## src/rtl/serial_complementer_pkg.sv

```systemverilog
// Shared types and constants for the bit-serial complement engine.
package serial_comp_pkg;

    typedef enum logic [1:0] {
        IDLE  = 2'd0,
        SHIFT = 2'd1,
        DONE  = 2'd2
    } state_t;

    localparam logic MODE_ONES = 1'b0;
    localparam logic MODE_TWOS = 1'b1;

endpackage

```

## src/rtl/serial_complementer_if.sv

```systemverilog
// Handshake and data bundle between a requester and the serial complementer.
interface serial_complementer_if #(
    parameter int WIDTH = 8
);
    logic             start;
    logic             mode;
    logic [WIDTH-1:0] din;
    logic             busy;
    logic             sout;
    logic             sout_valid;
    logic [WIDTH-1:0] dout;
    logic             done;
    logic             cout;
    logic             ovf;

    modport master (
        output start, mode, din,
        input  busy, sout, sout_valid, dout, done, cout, ovf
    );

    modport slave (
        input  start, mode, din,
        output busy, sout, sout_valid, dout, done, cout, ovf
    );
endinterface

```

## src/rtl/serial_complementer_bit_cell.sv

```systemverilog
// Per-bit complement rule: invert always (one's) or copy until the first one, then invert (two's).
module comp_bit_cell
    import serial_comp_pkg::*;
(
    input  logic b,
    input  logic mode,
    input  logic seen_one,
    output logic r,
    output logic seen_one_next
);

    always_comb begin
        r             = ~b;
        seen_one_next = seen_one;
        if (mode == MODE_TWOS) begin
            r             = seen_one ? ~b : b;
            seen_one_next = seen_one | b;
        end
    end

endmodule

```

## src/rtl/serial_complementer.sv

```systemverilog
// Bit-serial one's/two's complement engine: LSB-first stream plus parallel result and flags.
// Outputs are registered one stage behind the FSM, so results and done surface the cycle after the last stream bit.
module serial_complementer
    import serial_comp_pkg::*;
#(
    parameter int WIDTH = 8
) (
    input  logic                  clk,
    input  logic                  rst_n,
    serial_complementer_if.slave  bus
);

    localparam int              CW   = $clog2(WIDTH);
    localparam logic [CW-1:0]   LAST = CW'(WIDTH - 1);

    state_t           state_q, state_d;
    logic [WIDTH-1:0] shift_q;
    logic [WIDTH-1:0] res_q;
    logic [WIDTH-1:0] dout_q;
    logic [CW-1:0]    cnt_q;
    logic             mode_q;
    logic             seen_q;
    logic             cout_p_q, ovf_p_q;
    logic             cout_q, ovf_q;
    logic             sout_q, sout_valid_q, busy_q, done_q;
    logic             accept;
    logic             r_bit, seen_next;

    comp_bit_cell u_cell (
        .b             (shift_q[0]),
        .mode          (mode_q),
        .seen_one      (seen_q),
        .r             (r_bit),
        .seen_one_next (seen_next)
    );

    always_comb begin
        state_d = state_q;
        accept  = 1'b0;
        case (state_q)
            IDLE: begin
                if (bus.start) begin
                    accept  = 1'b1;
                    state_d = SHIFT;
                end
            end
            SHIFT: begin
                if (cnt_q == LAST) state_d = DONE;
            end
            DONE: begin
                if (bus.start) begin
                    accept  = 1'b1;
                    state_d = SHIFT;
                end else begin
                    state_d = IDLE;
                end
            end
            default: state_d = IDLE;
        endcase
    end

    always_ff @(posedge clk) begin
        if (!rst_n) begin
            state_q      <= IDLE;
            shift_q      <= '0;
            res_q        <= '0;
            dout_q       <= '0;
            cnt_q        <= '0;
            mode_q       <= MODE_ONES;
            seen_q       <= 1'b0;
            cout_p_q     <= 1'b0;
            ovf_p_q      <= 1'b0;
            cout_q       <= 1'b0;
            ovf_q        <= 1'b0;
            sout_q       <= 1'b0;
            sout_valid_q <= 1'b0;
            busy_q       <= 1'b0;
            done_q       <= 1'b0;
        end else begin
            state_q      <= state_d;
            sout_valid_q <= (state_q == SHIFT);
            busy_q       <= (state_q == SHIFT);
            sout_q       <= (state_q == SHIFT) ? r_bit : 1'b0;
            done_q       <= (state_q == DONE);

            if (accept) begin
                shift_q <= bus.din;
                mode_q  <= bus.mode;
                seen_q  <= 1'b0;
                cnt_q   <= '0;
            end else if (state_q == SHIFT) begin
                shift_q <= shift_q >> 1;
                res_q   <= {r_bit, res_q[WIDTH-1:1]};
                seen_q  <= seen_next;
                cnt_q   <= cnt_q + CW'(1);
                // Flags use seen_one as it stood before the MSB was consumed.
                if (cnt_q == LAST) begin
                    cout_p_q <= mode_q & ~seen_q & ~shift_q[0];
                    ovf_p_q  <= mode_q & ~seen_q &  shift_q[0];
                end
            end

            if (state_q == DONE) begin
                dout_q <= res_q;
                cout_q <= cout_p_q;
                ovf_q  <= ovf_p_q;
            end
        end
    end

    assign bus.busy       = busy_q;
    assign bus.sout       = sout_q;
    assign bus.sout_valid = sout_valid_q;
    assign bus.dout       = dout_q;
    assign bus.done       = done_q;
    assign bus.cout       = cout_q;
    assign bus.ovf        = ovf_q;

endmodule

```

## src/flat_wrapper.sv

```systemverilog
// flat-port wrapper written by rule: the top's interface ports become plain ports
module serial_complementer_flat import serial_comp_pkg::*;
#(
    parameter int WIDTH = 8
)
  (clk, rst_n, bus_start, bus_mode, bus_din, bus_busy, bus_sout, bus_sout_valid, bus_dout, bus_done, bus_cout, bus_ovf);
  serial_complementer_if #(.WIDTH(WIDTH)) bus_i ();
  input  logic clk;
  input  logic rst_n;
  input wire logic [$bits(bus_i.start)-1:0] bus_start;
  input wire logic [$bits(bus_i.mode)-1:0] bus_mode;
  input wire logic [$bits(bus_i.din)-1:0] bus_din;
  output wire logic [$bits(bus_i.busy)-1:0] bus_busy;
  output wire logic [$bits(bus_i.sout)-1:0] bus_sout;
  output wire logic [$bits(bus_i.sout_valid)-1:0] bus_sout_valid;
  output wire logic [$bits(bus_i.dout)-1:0] bus_dout;
  output wire logic [$bits(bus_i.done)-1:0] bus_done;
  output wire logic [$bits(bus_i.cout)-1:0] bus_cout;
  output wire logic [$bits(bus_i.ovf)-1:0] bus_ovf;
  assign bus_i.start = bus_start;
  assign bus_i.mode = bus_mode;
  assign bus_i.din = bus_din;
  assign bus_busy = bus_i.busy;
  assign bus_sout = bus_i.sout;
  assign bus_sout_valid = bus_i.sout_valid;
  assign bus_dout = bus_i.dout;
  assign bus_done = bus_i.done;
  assign bus_cout = bus_i.cout;
  assign bus_ovf = bus_i.ovf;
  serial_complementer #(.WIDTH(WIDTH)) u_core (.clk(clk), .rst_n(rst_n), .bus(bus_i));
endmodule
```

## config.mk

```make
export PLATFORM = sky130hd
export DESIGN_NAME = serial_complementer_flat
export DESIGN_NICKNAME = d
export VERILOG_FILES = /design/src/rtl/serial_complementer_pkg.sv /design/src/rtl/serial_complementer_if.sv /design/src/rtl/serial_complementer_bit_cell.sv /design/src/rtl/serial_complementer.sv /design/src/flat_wrapper.sv
export SDC_FILE = /design/constraint.sdc
export NUM_CORES = 1
export LEC_CHECK = 0
export CAP_MARGIN = 20
export CORE_MARGIN = 2
export CORE_UTILIZATION = 50
export CTS_CLUSTER_DIAMETER = 100
export DETAILED_ROUTE_END_ITERATION = 6
export PLACE_DENSITY = 0.77
export SYNTH_ARGS = -nofsm -noshare
export SYNTH_HDL_FRONTEND = slang
export SYNTH_SLANG_ARGS = --single-unit
```

## constraint.sdc

```tcl
create_clock -name clk -period 1.5 [get_ports clk]
set_input_delay 0.15 -clock clk [delete_from_list [all_inputs] [get_ports clk]]
set_output_delay 0.15 -clock clk [all_outputs]
set_load 0.005 [all_outputs]
```

==> summary.md <==
| Metric | Value |
|---|---|
| Rel. slew slack | 71.7% |
| GR Util All Layers | 19.0% |
| Worst hold stages | 3 |
| CTS root buf | clkbuf_4 |
| Final Hold Fails | 0 |
| Synth Instances | 173 |
| Drt first-iter violations | 34 |
| Vert. Die Dim | 57.4 um |
| Largest net degree at the start of global routing | 27 |
| Final ANT Viol Nets | 0 |
| Status | complete, no violations |
| Setup Skew | 0.0126 ns |
| Leak | 0.650 nW |
| Core area | 2730 um2 |
| DRC viols | 0 |
| Rows | 19 |
| IO Port Bufs | 25 |
| Internal reg-to-reg setup slack | 0.06 ns |
| Hold_buf cts | 0 |
| Worst Hold Class | in2reg |
| DP HPWL | 1960 um |
| Total Wirelength | 2850 um |
| Chip width | 57.4 um |
| TritonCTS buffer count | 5 |
| H-tree levels | 2 |
| Crit end category | register |
| Crit start category | register |
| Vias after detailed routing | 1222 |
| Pins Over Slew Limit | 0 |
| GPL Wtd Cong | 0.745 |
| Yosys reg bits | 38 |
| Vias in the first global route | 1126 |
| Worst-path fanout max | 4 |
| Final Core Density | 66.4% |
| TritonCTS clock tree | built |
| Worst-margin pin slew | 0.424 ns |
| Clock sinks | 38 |
| Drt first pass iters | 4 |
| # nets final | 218 |
| Die area | 3290 um2 |
| Ys Warns | 0 |
| First-pass GRT wire length | 4860 um |
| Clock transition at path regs | 0.12 ns |
| Maximum clock rate | 692 MHz |
| Crit path time final | 1.44 ns |
| WL per Instance | 12.1 um |
| Antenna Cells | 0 |
| Peak supply drop | 0.872 mV |
| Share of cells above drive strength 1 | 11.3% |
| Setup ws final | 0.0558 ns |
| CP arrival | 1.73 ns |
| Via density | 5.20 |
| # setup viols final | 0 |
| Initial Utilization | 52.1% |
| Initial antenna violation count | 0 |
| Area growth, synth to finish | 27.5% |
| Crit share post-route | 96.3% |
| Critical path class | reg2reg |
| Pre-CTS WS | 0.0325 ns |
| Skew-Pair Late Insertion Delay | 0.35 ns |
| Max-cap violations | 0 |
| R2r endpoint | u_core.cout_p_q$_SDFFE_PN0P_ |
| Max Buffers Root-to-Sink | 2 |
| Synthesized area | 1420 um2 |
| Sequential element share of the synthesized area | 53.4% |
| Synthesized Nets | 188 |
| Distinct cells, synth | 25 |
| R2R Path Start | u_core.cnt_q[0]$_SDFFE_PP0P_ |
| WP data required | 1.78 ns |
| Critical path launch point | u_core.cnt_q[0]$_SDFFE_PP0P_ |
| Remaining Overflow, GRT | 0 |
| # fillers | 234 |
| Worst r2r path cells | 5 |
| IO Count | 26 |
| Syn Area/Cell | 8.23 um2 |
| PwrDens | 1070 nW/um2 |
| RSZ-0062 raised after global routing | yes |
| Worst Setup EP | u_core.cout_p_q$_SDFFE_PN0P_ |
## state kept, by name, indices dropped and copies added, names as in the netlist
signal,flops
u_core.bus.ovf,1
u_core.cnt_q,3
u_core.seen_q,1
u_core.bus.done,1
u_core.bus.sout,1
u_core.mode_q,1
u_core.bus.dout,8
u_core.bus.sout_valid,1
u_core.ovf_p_q,1
u_core.shift_q,8
u_core.res_q,8
u_core.cout_p_q,1
u_core.bus.cout,1
u_core.state_q,2
## cells in the mapped netlist, drive strengths merged
library cell,number,area share [%]
clkbuf,4,1.1
ha,3,2.6
nor3,2,0.70
mux2i,2,1.4
nor2,7,1.8
and3,1,0.44
and2b,1,0.53
a211oi,1,0.53
nand2,55,14
buf,8,3.2
xnor2,1,0.62
or4,2,1.1
a311oi,1,0.62
nor2b,1,0.44
o21ai,7,2.5
a21oi,23,8.1
dfxtp,38,53
nand2b,3,1.3
inv,4,1.1
o21a,1,0.53
a31oi,7,3.1
nand3b,1,0.53
## cell usage in the layout, fill, tap and decap left out, drive strengths merged
master	netlist	final
mux2i	2	2
clkbuf	4	5
nor2	7	7
o21ai	7	7
a21oi	23	23
inv	4	4
bufinv	0	1
or4	2	2
and2b	1	1
a211oi	1	1
nand2b	3	3
nand2	55	55
a31oi	7	7
clkinvlp	0	2
o21a	1	1
buf	8	10
clkdlybuf4s50	0	25
and3	1	1
a311oi	1	1
ha	3	3
nor3	2	2
dfxtp	38	38
xnor2	1	1
nand3b	1	1
nor2b	1	1
## routing by layer
metal	up-vias	GRT usage [%]	share of wire (%)
met5	-	0	0
met4	0	7.97	1.8
met3	6	6.12	3.8
met2	22	30.0	49
met1	564	24.0	46
li1	630	-	-
## cell families (layout without fill, tap and decap cells)
kind of cell    after synthesis  after routing  synth area share (%)
compound gates               40             40                  15.3
simple gates                 73             73                  21.4
fa+ha+maj                     3              3                  2.64
xor+xnor                      1              1                 0.615
mux                           2              2                  1.41
buf+inv                      16             47                  5.27
flops                        38             38                  53.4
## through the flow
step / instance area, um2 / hold slack, ns / power, mW / std cells / TNS (ns)
6_report: 1820 / 0.416 / 1.95 / 235 / 0
5_1_grt: 1820 / 0.425 / 2.03 / 235 / -0.0537
4_1_cts: 1800 / 0.417 / 1.95 / 233 / 0
3_5_place_dp: 1710 / 0.449 / 1.26 / 225 / 0
3_3_place_gp: 1710 / 0.442 / 1.25 / 225 / 0
2_1_floorplan: 1420 / 0.294 / 1.19 / 173 / 0
## worst min path at each step
stage / to / slack, ns / from
4_1_cts: u_core.shift_q[5]$_SDFFE_PN0P_ / 0.42 / bus_din[5]
5_1_grt: u_core.shift_q[2]$_SDFFE_PN0P_ / 0.42 / bus_din[2]
2_1_floorplan: u_core.mode_q$_SDFFE_PN0P_ / 0.29 / bus_mode
6_report: u_core.shift_q[5]$_SDFFE_PN0P_ / 0.42 / bus_din[5]
3_5_place_dp: u_core.ovf_p_q$_SDFFE_PN0P_ / 0.45 / u_core.ovf_p_q$_SDFFE_PN0P_
3_3_place_gp: u_core.bus.dout[6]$_SDFFE_PN0N_ / 0.44 / u_core.bus.dout[6]$_SDFFE_PN0N_
## report_power, final
part	switching, mW	internal [mW]
combinational	0.0916	0.0872
clock	0.358	0.350
sequential	0.0221	1.04
total	0.472	1.48
## area by class of cell
| type | count | area (um2) | area share (%) |
|---|---|---|---|
| inverter | 4 | 15.0 | 0.827 |
| clock buffer | 5 | 37.5 | 2.07 |
| multi-input combinational | 119 | 591 | 32.5 |
| clock inverter | 3 | 45.0 | 2.48 |
| tap | 31 | 38.8 | 2.14 |
| timing repair buffer | 35 | 325 | 17.9 |
| sequential | 38 | 763 | 42.0 |
## worst max-delay path, stage by stage, from the launching register on
cell and delay, ns:
dfxtp_2 0.35, ha_1 0.16, ha_2 0.18, nand3b_1 0.12
or4_1 0.43, a21oi_1 0.14
## repair_timing
item / 4_1_cts / 5_1_grt
endpoints found under the setup margin: 0 / 2
gates resized for setup: 0 / 3
buffers inserted: 0 / 2
Power figures use the tool's default switching activity.
